===== src/rtl/switch_out_sched_if.sv =====
// Handshake bundle between the switch port logic and the output scheduler.
interface switch_out_sched_if;
  logic [3:0]  in_req;
  logic [7:0]  in_dest;
  logic [3:0]  in_valid;
  logic [3:0]  in_last;
  logic [3:0]  out_ready;
  logic [3:0]  port_en;
  logic [3:0]  in_grant;
  logic [3:0]  in_ready;
  logic [3:0]  out_valid;
  logic [11:0] xbar_sel;
  logic [3:0]  timeout_err;

  // Port logic side: drives requests/beats, observes scheduling decisions.
  modport master (
    output in_req, in_dest, in_valid, in_last, out_ready, port_en,
    input  in_grant, in_ready, out_valid, xbar_sel, timeout_err
  );

  // Scheduler side.
  modport slave (
    input  in_req, in_dest, in_valid, in_last, out_ready, port_en,
    output in_grant, in_ready, out_valid, xbar_sel, timeout_err
  );
endinterface


===== src/rtl/switch_out_sched.sv =====
// Output-port scheduler for the 4-port switch: per-output packet-granular round-robin
// arbitration, crossbar select generation and a stall watchdog that force-releases outputs.
module switch_out_sched #(
  parameter int unsigned PORTS   = 4,
  parameter int unsigned TIMEOUT = 16
) (
  input logic               clk,
  input logic               rst,
  switch_out_sched_if.slave bus
);

  localparam int unsigned CntW = $clog2(TIMEOUT + 1);

  typedef enum logic {StIdle, StBusy} state_e;

  state_e                            state_q [PORTS];
  state_e                            state_d [PORTS];
  logic [1:0]                        owner_q [PORTS];
  logic [1:0]                        owner_d [PORTS];
  logic [1:0]                        rr_q    [PORTS];
  logic [1:0]                        rr_d    [PORTS];
  logic [CntW-1:0]                   cnt_q   [PORTS];
  logic [CntW-1:0]                   cnt_d   [PORTS];
  logic [PORTS-1:0]                  err_q;
  logic [PORTS-1:0]                  err_d;
  logic [2:0]                        win     [PORTS];
  logic [PORTS-1:0][PORTS-1:0]       cand;
  logic [PORTS-1:0]                  grant;
  logic [PORTS-1:0]                  ready;
  logic [PORTS-1:0]                  valid;
  logic [PORTS-1:0]                  xfer;
  logic [3*PORTS-1:0]                xsel;

  // Round-robin pick: {found, index} of the first set bit at ptr, ptr+1, ... mod 4.
  // Scanning offsets downwards lets the smallest offset overwrite the others.
  function automatic logic [2:0] pick(input logic [3:0] c, input logic [1:0] ptr);
    logic [1:0] idx;
    pick = 3'b000;
    for (int k = 3; k >= 0; k--) begin
      idx = ptr + 2'(k);
      if (c[idx]) pick = {1'b1, idx};
    end
  endfunction

  // Crossbar steering and beat gating, all derived from registered ownership.
  always_comb begin
    grant = '0;
    ready = '0;
    valid = '0;
    xsel  = '0;
    for (int j = 0; j < PORTS; j++) begin
      if (state_q[j] == StBusy) begin
        grant[owner_q[j]]  = 1'b1;
        ready[owner_q[j]]  = bus.out_ready[j];
        valid[j]           = bus.in_valid[owner_q[j]];
        xsel[3*j +: 3]     = {1'b1, owner_q[j]};
      end
    end
    xfer = valid & bus.out_ready;
  end

  // Candidate matrix and round-robin winner per output.
  always_comb begin
    cand = '0;
    for (int j = 0; j < PORTS; j++) begin
      for (int i = 0; i < PORTS; i++) begin
        cand[j][i] = bus.in_req[i] & (bus.in_dest[2*i +: 2] == 2'(j)) & ~grant[i];
      end
      win[j] = pick(cand[j], rr_q[j]);
    end
  end

  // Per-output FSM next state: grant in idle, release on last beat or on stall timeout.
  always_comb begin
    err_d = '0;
    for (int j = 0; j < PORTS; j++) begin
      state_d[j] = state_q[j];
      owner_d[j] = owner_q[j];
      rr_d[j]    = rr_q[j];
      cnt_d[j]   = cnt_q[j];
      unique case (state_q[j])
        StIdle: begin
          if (bus.port_en[j] && win[j][2]) begin
            state_d[j] = StBusy;
            owner_d[j] = win[j][1:0];
            cnt_d[j]   = '0;
          end
        end
        StBusy: begin
          if (xfer[j]) begin
            // A completing transfer wins over a simultaneous watchdog expiry.
            if (bus.in_last[owner_q[j]]) begin
              state_d[j] = StIdle;
              rr_d[j]    = owner_q[j] + 2'd1;
            end else begin
              cnt_d[j] = '0;
            end
          end else if (cnt_q[j] == CntW'(TIMEOUT - 1)) begin
            state_d[j] = StIdle;
            rr_d[j]    = owner_q[j] + 2'd1;
            err_d[j]   = 1'b1;
          end else begin
            cnt_d[j] = cnt_q[j] + 1'b1;
          end
        end
        default: state_d[j] = StIdle;
      endcase
    end
  end

  // State registers; reset abandons any packet in flight without an error pulse.
  always_ff @(posedge clk or posedge rst) begin
    if (rst) begin
      for (int j = 0; j < PORTS; j++) begin
        state_q[j] <= StIdle;
        owner_q[j] <= '0;
        rr_q[j]    <= '0;
        cnt_q[j]   <= '0;
      end
      err_q <= '0;
    end else begin
      state_q <= state_d;
      owner_q <= owner_d;
      rr_q    <= rr_d;
      cnt_q   <= cnt_d;
      err_q   <= err_d;
    end
  end

  assign bus.in_grant    = grant;
  assign bus.in_ready    = ready;
  assign bus.out_valid   = valid;
  assign bus.xbar_sel    = xsel;
  assign bus.timeout_err = err_q;

endmodule


===== src/flat_wrapper.sv =====
// flat-port wrapper written by rule: the top's interface ports become plain ports
module switch_out_sched_flat 
#(
  parameter int unsigned PORTS   = 4,
  parameter int unsigned TIMEOUT = 16
)
  (clk, rst, bus_in_req, bus_in_dest, bus_in_valid, bus_in_last, bus_out_ready, bus_port_en, bus_in_grant, bus_in_ready, bus_out_valid, bus_xbar_sel, bus_timeout_err);
  switch_out_sched_if bus_i ();
  input logic clk;
  input logic rst;
  input wire logic [$bits(bus_i.in_req)-1:0] bus_in_req;
  input wire logic [$bits(bus_i.in_dest)-1:0] bus_in_dest;
  input wire logic [$bits(bus_i.in_valid)-1:0] bus_in_valid;
  input wire logic [$bits(bus_i.in_last)-1:0] bus_in_last;
  input wire logic [$bits(bus_i.out_ready)-1:0] bus_out_ready;
  input wire logic [$bits(bus_i.port_en)-1:0] bus_port_en;
  output wire logic [$bits(bus_i.in_grant)-1:0] bus_in_grant;
  output wire logic [$bits(bus_i.in_ready)-1:0] bus_in_ready;
  output wire logic [$bits(bus_i.out_valid)-1:0] bus_out_valid;
  output wire logic [$bits(bus_i.xbar_sel)-1:0] bus_xbar_sel;
  output wire logic [$bits(bus_i.timeout_err)-1:0] bus_timeout_err;
  assign bus_i.in_req = bus_in_req;
  assign bus_i.in_dest = bus_in_dest;
  assign bus_i.in_valid = bus_in_valid;
  assign bus_i.in_last = bus_in_last;
  assign bus_i.out_ready = bus_out_ready;
  assign bus_i.port_en = bus_port_en;
  assign bus_in_grant = bus_i.in_grant;
  assign bus_in_ready = bus_i.in_ready;
  assign bus_out_valid = bus_i.out_valid;
  assign bus_xbar_sel = bus_i.xbar_sel;
  assign bus_timeout_err = bus_i.timeout_err;
  switch_out_sched #(.PORTS(PORTS), .TIMEOUT(TIMEOUT)) u_core (.clk(clk), .rst(rst), .bus(bus_i));
endmodule

===== config.mk =====
export PLATFORM = sky130hd
export DESIGN_NAME = switch_out_sched_flat
export DESIGN_NICKNAME = d
export VERILOG_FILES = /design/src/rtl/switch_out_sched_if.sv /design/src/rtl/switch_out_sched.sv /design/src/flat_wrapper.sv
export SDC_FILE = /design/constraint.sdc
export NUM_CORES = 1
export LEC_CHECK = 0
export ABC_AREA = 1
export CAP_MARGIN = 20
export CORE_MARGIN = 1.5
export CORE_UTILIZATION = 50
export DETAILED_ROUTE_END_ITERATION = 6
export GPL_TIMING_DRIVEN = 0
export PLACE_DENSITY = 0.77
export SYNTH_ARGS = -nofsm -noshare
export SYNTH_HDL_FRONTEND = slang
export SYNTH_SLANG_ARGS = --single-unit

===== constraint.sdc =====
create_clock -name clk -period 2.04 [get_ports clk]
set_clock_uncertainty 0.2 [all_clocks]
set_input_delay 0.306 -clock clk [delete_from_list [all_inputs] [get_ports clk]]
set_output_delay 0.306 -clock clk [all_outputs]
set_load 0.05 [all_outputs]

==> metrics.cfg, run 1 <==
[logic_synthesis]
ys_warn_count = 0
ys_seq_area_share_pct = 27.7
async_reset_ff_share_pct = 100
ys_top_cells_by_area = dfrtp_1 (28%), nand2_1 (15%), nand3_1 (7.8%)
mappedNetlistArea_um2 = 3980
syn_inst = 568
synth.distinct_cells = 41
synth_seq_cells = 44
synth_fp_nets = 622
synth.largest_area_cell = dfrtp_1
synth_edf_count = 0
synth_top_area_share_pct = 27.7
avgSynthCellArea_um2 = 7.00
synthFlopType = dfrtp_1

[floorplan]
initial_core_util_pct = 51.5
rows = 32
die_w_um = 92.2
ioPinCount = 58
dieArea_um2 = 8500
core_area_um2 = 7730
die_h_um = 92.2

[cells_and_area]
layout_common_cells = nand2_1 (125), inv_1 (60), nand3_1 (46)
fin_nets = 738
antenna_cells = 0
nFillCells = 512
instances_no_fill = 787
multi_input_area_um2 = 3130
final_common_cell = nand2_1
final_layout_size_suffix_gt1_share_pct = 37.8
area_delta_synth_final_pct = 46.7
seqCellArea_um2 = 1110

[hold_path]
worstHoldPathType = in -> async

[timing]
hold_ws_ps = 115
tightest_slew_ps = 504
slew_viol_final = 0
rsz0062_at_grt = yes
relSlewSlack_pct = 66.3
hold_viol_final = 0
fin_ws_ps = -468
fin_crit_sh_pct = 123
finalSetupViolations = 45
max_freq_mhz = 399
min_period_ps = 2510

[worst_setup_path]
start_kind = register
crit_start = u_core.owner_q[4]$_DFFE_PP0P_
criticalPathCategory = reg -> out
max_stage_delay_ps = 410
crit_chain = buf_6, inv_6, ha_4, nand2_4, nand2_2, o221ai_2, o211ai_1, o21ai_2, buf_6
critical_path_peak_fanout = 5
regToRegStartpoint = u_core.owner_q[4]$_DFFE_PP0P_
crit_required_ps = 1530
path_common_cell = buf_6
end_kind = output pin
crit_arrival_ps = 2000
slowest_stage = dfrtp_1

[placement]
pre_cts_slack_ps = -734
gp_congestion = 0.920
numPortBuffers = 57
hpwl_um = 7830
dp.cells = 728

[grt]
track_usage_pct = 28.1
grt_pass1_wl_um = 19100
antenna_found_initial = 0
grt_max_degree = 25
grt_pass1_vias = 4181
grt.overflow.total = 0

[routing]
drtIter0Drc = 364
vias_per_cell = 5.78
routedWlPerCell_um = 17.2
drc = 0
dr.pass1.iters = 6
dr_total_vias = 4548
antenna_left = 0
routed_wl_um = 13600

[power]
p_per_area_nw_per_um2 = 1630
p_leak_nw = 2.86
finalPower_mw = 9.49
ir_worst_vdd_v = 0.000929

[flow_run]
max-cap-violations = 0

[clocking]
root_buffer = clkbuf_8
cts_max_level = 2
cts_buffers = 5
clk_latency_ps = 320
clk_path_buf_depth = 2
hold_buffers = 0
cts_tree = yes
cts.sinks = 44
path_clk_slew_ps = 100

[run_status]
violations = setup timing
status = finished with violations

logic make-up (layout without fill, tap and decap cells):
kind of cell | after synthesis | in the layout | synth area share [%]
AND/OR/NAND/NOR | 325 | 331 | 41.2
buffers and inverters | 89 | 200 | 9.37
AO/OA/AOI/OAI | 74 | 74 | 11.4
flip-flops | 44 | 44 | 27.7
adder cells (fa/ha/maj) | 24 | 24 | 7.55
XOR/XNOR | 10 | 10 | 2.39
multiplexers | 2 | 2 | 0.503
stage by stage:
| step | utilization [%] | cell area [µm²] | setup TNS [ps] |
|---|---|---|---|
| 2_1_floorplan | - | 4040 | -159 |
| 3_5_place_dp | 61.5 | 4760 | -16110 |
| 4_1_cts | 69.3 | 5360 | -6200 |
| 5_1_grt | 75.5 | 5840 | -12770 |
| 3_3_place_gp | 61.3 | 4740 | -34700 |
| 6_report | 75.5 | 5840 | -10230 |
synthesized netlist by cell type, types with 3 or more instances:
library cell  count
ha_1             24
dfrtp_1          44
nand2_2          19
a21oi_1          19
inv_1            75
xnor2_1           3
o22ai_1           6
nand2_4          14
nor2_1           47
nor2_8            4
nand3_1          62
xor2_1            6
nand3_2           7
buf_2             4
nor3b_1           3
o211ai_1         13
o21ai_0          21
inv_2             3
nand2_1         154
o21ai_1           5
o221ai_1          4
buf_6             4
power breakdown:
group / internal [mW] / total, mW / switching (mW)
registers: 1.24 / 1.58 / 0.346
clock network: 0.276 / 0.615 / 0.339
logic: 2.70 / 7.30 / 4.59
layout make-up:
class	instances	area share [%]
plain buffers	11	1.76
clock buffers	7	1.48
clock inverters	1	0.129
inverters	78	5.23
multi-input cells	441	53.7
flip-flops and latches	44	19.0
well taps	102	2.19
repair buffers	103	16.5
sequential cells by signal (all words and copies together) (netlist names):
| signal | count |
|---|---|
| u_core.bus.timeout_err | 4 |
| u_core.cnt_q | 20 |
| u_core.owner_q | 8 |
| u_core.rr_q | 8 |
| u_core.state_q | 4 |
metal layers:
metal  routed length [µm]  up-vias  track usage [%]
li1                     -     2077                -
met1                 5210     2144             34.0
met2                 6560      258             49.3
met3                 1020       69             4.98
met4                  765        0             11.3
met5                    0        -                0
repair_timing:
action | CTS | global route
gates resized for setup | 170 | 95
pin swaps | 38 | 42
cloned | 7 | 1
hold endpoints to repair | 0 | 0
setup buffers | 24 | 19
setup endpoints to repair | 52 | 56
path summary, 6_finish.rpt:
check / to / slack [ps] / depth (start not counted)
max: bus_in_ready[0] / -470 / 9
min: u_core.owner_q[3]$_DFFE_PP0P_ / 110 / 2
max reg2reg: u_core.owner_q[3]$_DFFE_PP0P_ / -320 / 15
min reg2reg: u_core.cnt_q[15]$_DFFE_PP0P_ / 320 / 1
max in group asynchronous: u_core.state_q[3]$_DFF_PP0_ / 1010 / 3
min in group clk: u_core.cnt_q[15]$_DFFE_PP0P_ / 320 / 1
critical path, delay by kind of cell, from the launching register on:
kind                       cells  cell delay [ps]
AOI/OAI and AO/OA              3              580
adders and majority gates      1              150
buffers and inverters          3              400
DFF                            1              410
and+or+nand+nor                2              130
(Power assumes the default switching activity.)
==> run 2: changes to the inputs <==
CORE_UTILIZATION = 59   (was 50)
DONT_BUFFER_PORTS = 1   (was not set)
PLACE_DENSITY = 0.78   (was 0.77)
==> run 2 against run 1 <==
The flow finishes with violations (DRC, hold timing, setup timing); sequential power grew 18%; sequential share of layout area fell by 0.29 points; hold slack got worse by 120 ps; utilization is 17 points higher; sequential cell count is the same; final cell count fell by 7.1%; critical path type is now reg -> reg; critical endpoint is now u_core.owner_q[6]$_DFFE_PP0P_; largest power group unchanged; highest routed layer unchanged.
==> metrics.cfg, run 2 (synthesized netlist as in run 1, its figures left out) <==
[clocking]
cts_max_level = 2
cts_buffers = 5
cts.sinks = 44
root_buffer = clkbuf_8
path_clk_slew_ps = 110
cts_tree = yes
clk_latency_ps = 330
clk_path_buf_depth = 2

[grt]
grt_pass1_wl_um = 21400
antenna_found_initial = 0
grt.overflow.total = 0
track_usage_pct = 37.9
grt_max_degree = 24
grt_pass1_vias = 4324

[timing]
hold_ws_ps = -0.409
fin_ws_ps = -476
max_freq_mhz = 397
min_period_ps = 2520
fin_crit_sh_pct = 123
hold_viol_final = 1
slew_viol_final = 0
rsz0062_at_grt = yes
final.setup.tns_ps = -15880
tightest_slew_ps = 554
finalSetupViolations = 58
relSlewSlack_pct = 63.0

[power]
ir_worst_vdd_v = 0.00132
p_leak_nw = 2.74
p_per_area_nw_per_um2 = 1800
finalPower_mw = 10.6

[placement]
numPortBuffers = 0
pre_cts_slack_ps = -343
gp_congestion = 0.919
hpwl_um = 7560
dp.cells = 646

[floorplan]
die_h_um = 85.1
core_area_um2 = 6420
rows = 29
ioPinCount = 58
die_w_um = 85.1
dieArea_um2 = 7250
initial_core_util_pct = 62.0

[cells_and_area]
largest-register = u_core.cnt_q
final_layout_size_suffix_gt1_share_pct = 47.1
antenna_cells = 0
final_common_cell = nand2_1
area_delta_synth_final_pct = 49.0
fin_nets = 707
layout_common_cells = nand2_1 (108), inv_1 (50), buf_4 (49)
largest_reg_flops = 20
top_regs = u_core.cnt_q: 20 flops, u_core.owner_q: 8 flops, u_core.rr_q: 8 flops
instances_no_fill = 731

[routing]
routed_wl_um = 18500
routedWlPerCell_um = 25.4
vias_per_cell = 7.04
drtIter0Drc = 753
dr_total_vias = 5146
dr.pass1.iters = 7
drc = 8
antenna_left = 0

[worst_setup_path]
crit_required_ps = 2090
start_kind = register
r2r_slack_ps = -480
crit_arrival_ps = 2570
critical_path_peak_fanout = 5
end_kind = register
criticalPathCategory = reg -> reg

[run_status]
violations = DRC, hold timing, setup timing
status = finished with violations

[flow_run]
max-cap-violations = 0

[hold_path]
worstHoldPathType = in -> reg

[run 2: changes by cell type in the layout (fill, tap and decap cells not counted), moves of 5 or more]
cell	change
o21ai_4	+5
nand3_2	+12
clkdlybuf4s50_1	-36
nor2_4	+7
inv_1	-10
nand2_2	+10
inv_2	-5
nand2_8	+6
nor2_2	-6
buf_4	+10
nand2_1	-17
nand3_1	-13
clkinvlp_4	+13
[run 2: stage by stage]
| stage | util, % | hold WS, ps | area [µm²] |
|---|---|---|---|
| detailed placement | 64.8 | 66.6 | 4160 |
| global route | 92.3 | 7.85 | 5930 |
| floorplan | - | 273 | 4040 |
| CTS | 81.9 | 4.18 | 5260 |
| global placement | 64.4 | 293 | 4130 |
| finish | 92.3 | -0.409 | 5930 |
[run 2: worst paths after layout]
kind / start / end / cells after the start
worst max register to register: u_core.owner_q[3]$_DFFE_PP0P_ / u_core.owner_q[6]$_DFFE_PP0P_ / 13
min in group asynchronous: rst / u_core.cnt_q[7]$_DFFE_PP0P_ / 2
worst min register to register: u_core.cnt_q[15]$_DFFE_PP0P_ / u_core.cnt_q[15]$_DFFE_PP0P_ / 1
worst min-delay path: bus_port_en[1] / u_core.owner_q[4]$_DFFE_PP0P_ / 3
worst max-delay path: u_core.owner_q[3]$_DFFE_PP0P_ / u_core.owner_q[6]$_DFFE_PP0P_ / 13
max in group asynchronous: rst / u_core.state_q[1]$_DFF_PP0_ / 3
[run 2: per-layer routing]
layer | share of wire, % | vias to the layer above | track usage (%)
met4 | 9.4 | 0 | 18.0
met1 | 33 | 2344 | 44.2
li1 | - | 2023 | -
met5 | 0 | - | 0
met3 | 14 | 192 | 9.05
met2 | 44 | 587 | 65.4
[run 2: area by class of cell]
| cell class | instances | area, µm² |
|---|---|---|
| flip-flops and latches | 44 | 1110 |
| well taps | 77 | 96.3 |
| inverters | 78 | 363 |
| fillers | 219 | 495 |
| plain buffers | 10 | 114 |
| multi-input cells | 441 | 3440 |
| repair buffers | 73 | 679 |
| clock inverters | 2 | 38.8 |
| clock buffers | 6 | 82.6 |
[run 2: power breakdown]
group	internal (mW)	switching (mW)	total, mW
registers	1.23	0.624	1.86
logic	2.81	5.20	8.02
clock network	0.402	0.374	0.776
total	4.45	6.20	10.6
[run 2: timing repair]
action	4_1_cts	5_1_grt
hold buffers	1	1
endpoints found under the setup margin	44	61
resized for setup	140	105
setup buffers	43	27
pin swaps	50	60
endpoints found under the hold margin	21	1
cloned	7	0
[run 2: critical path: stages (launching register included)]
cell and delay, ps:
dfrtp_2 500, buf_6 160, ha_4 160, nand2_4 90, nand2_4 100, nor2_8 200
nand3_1 120, nand2_2 110, nand2_1 110, nand2_1 150, nand3_2 120, a21oi_2 230
nor2_4 40, nor2_2 130
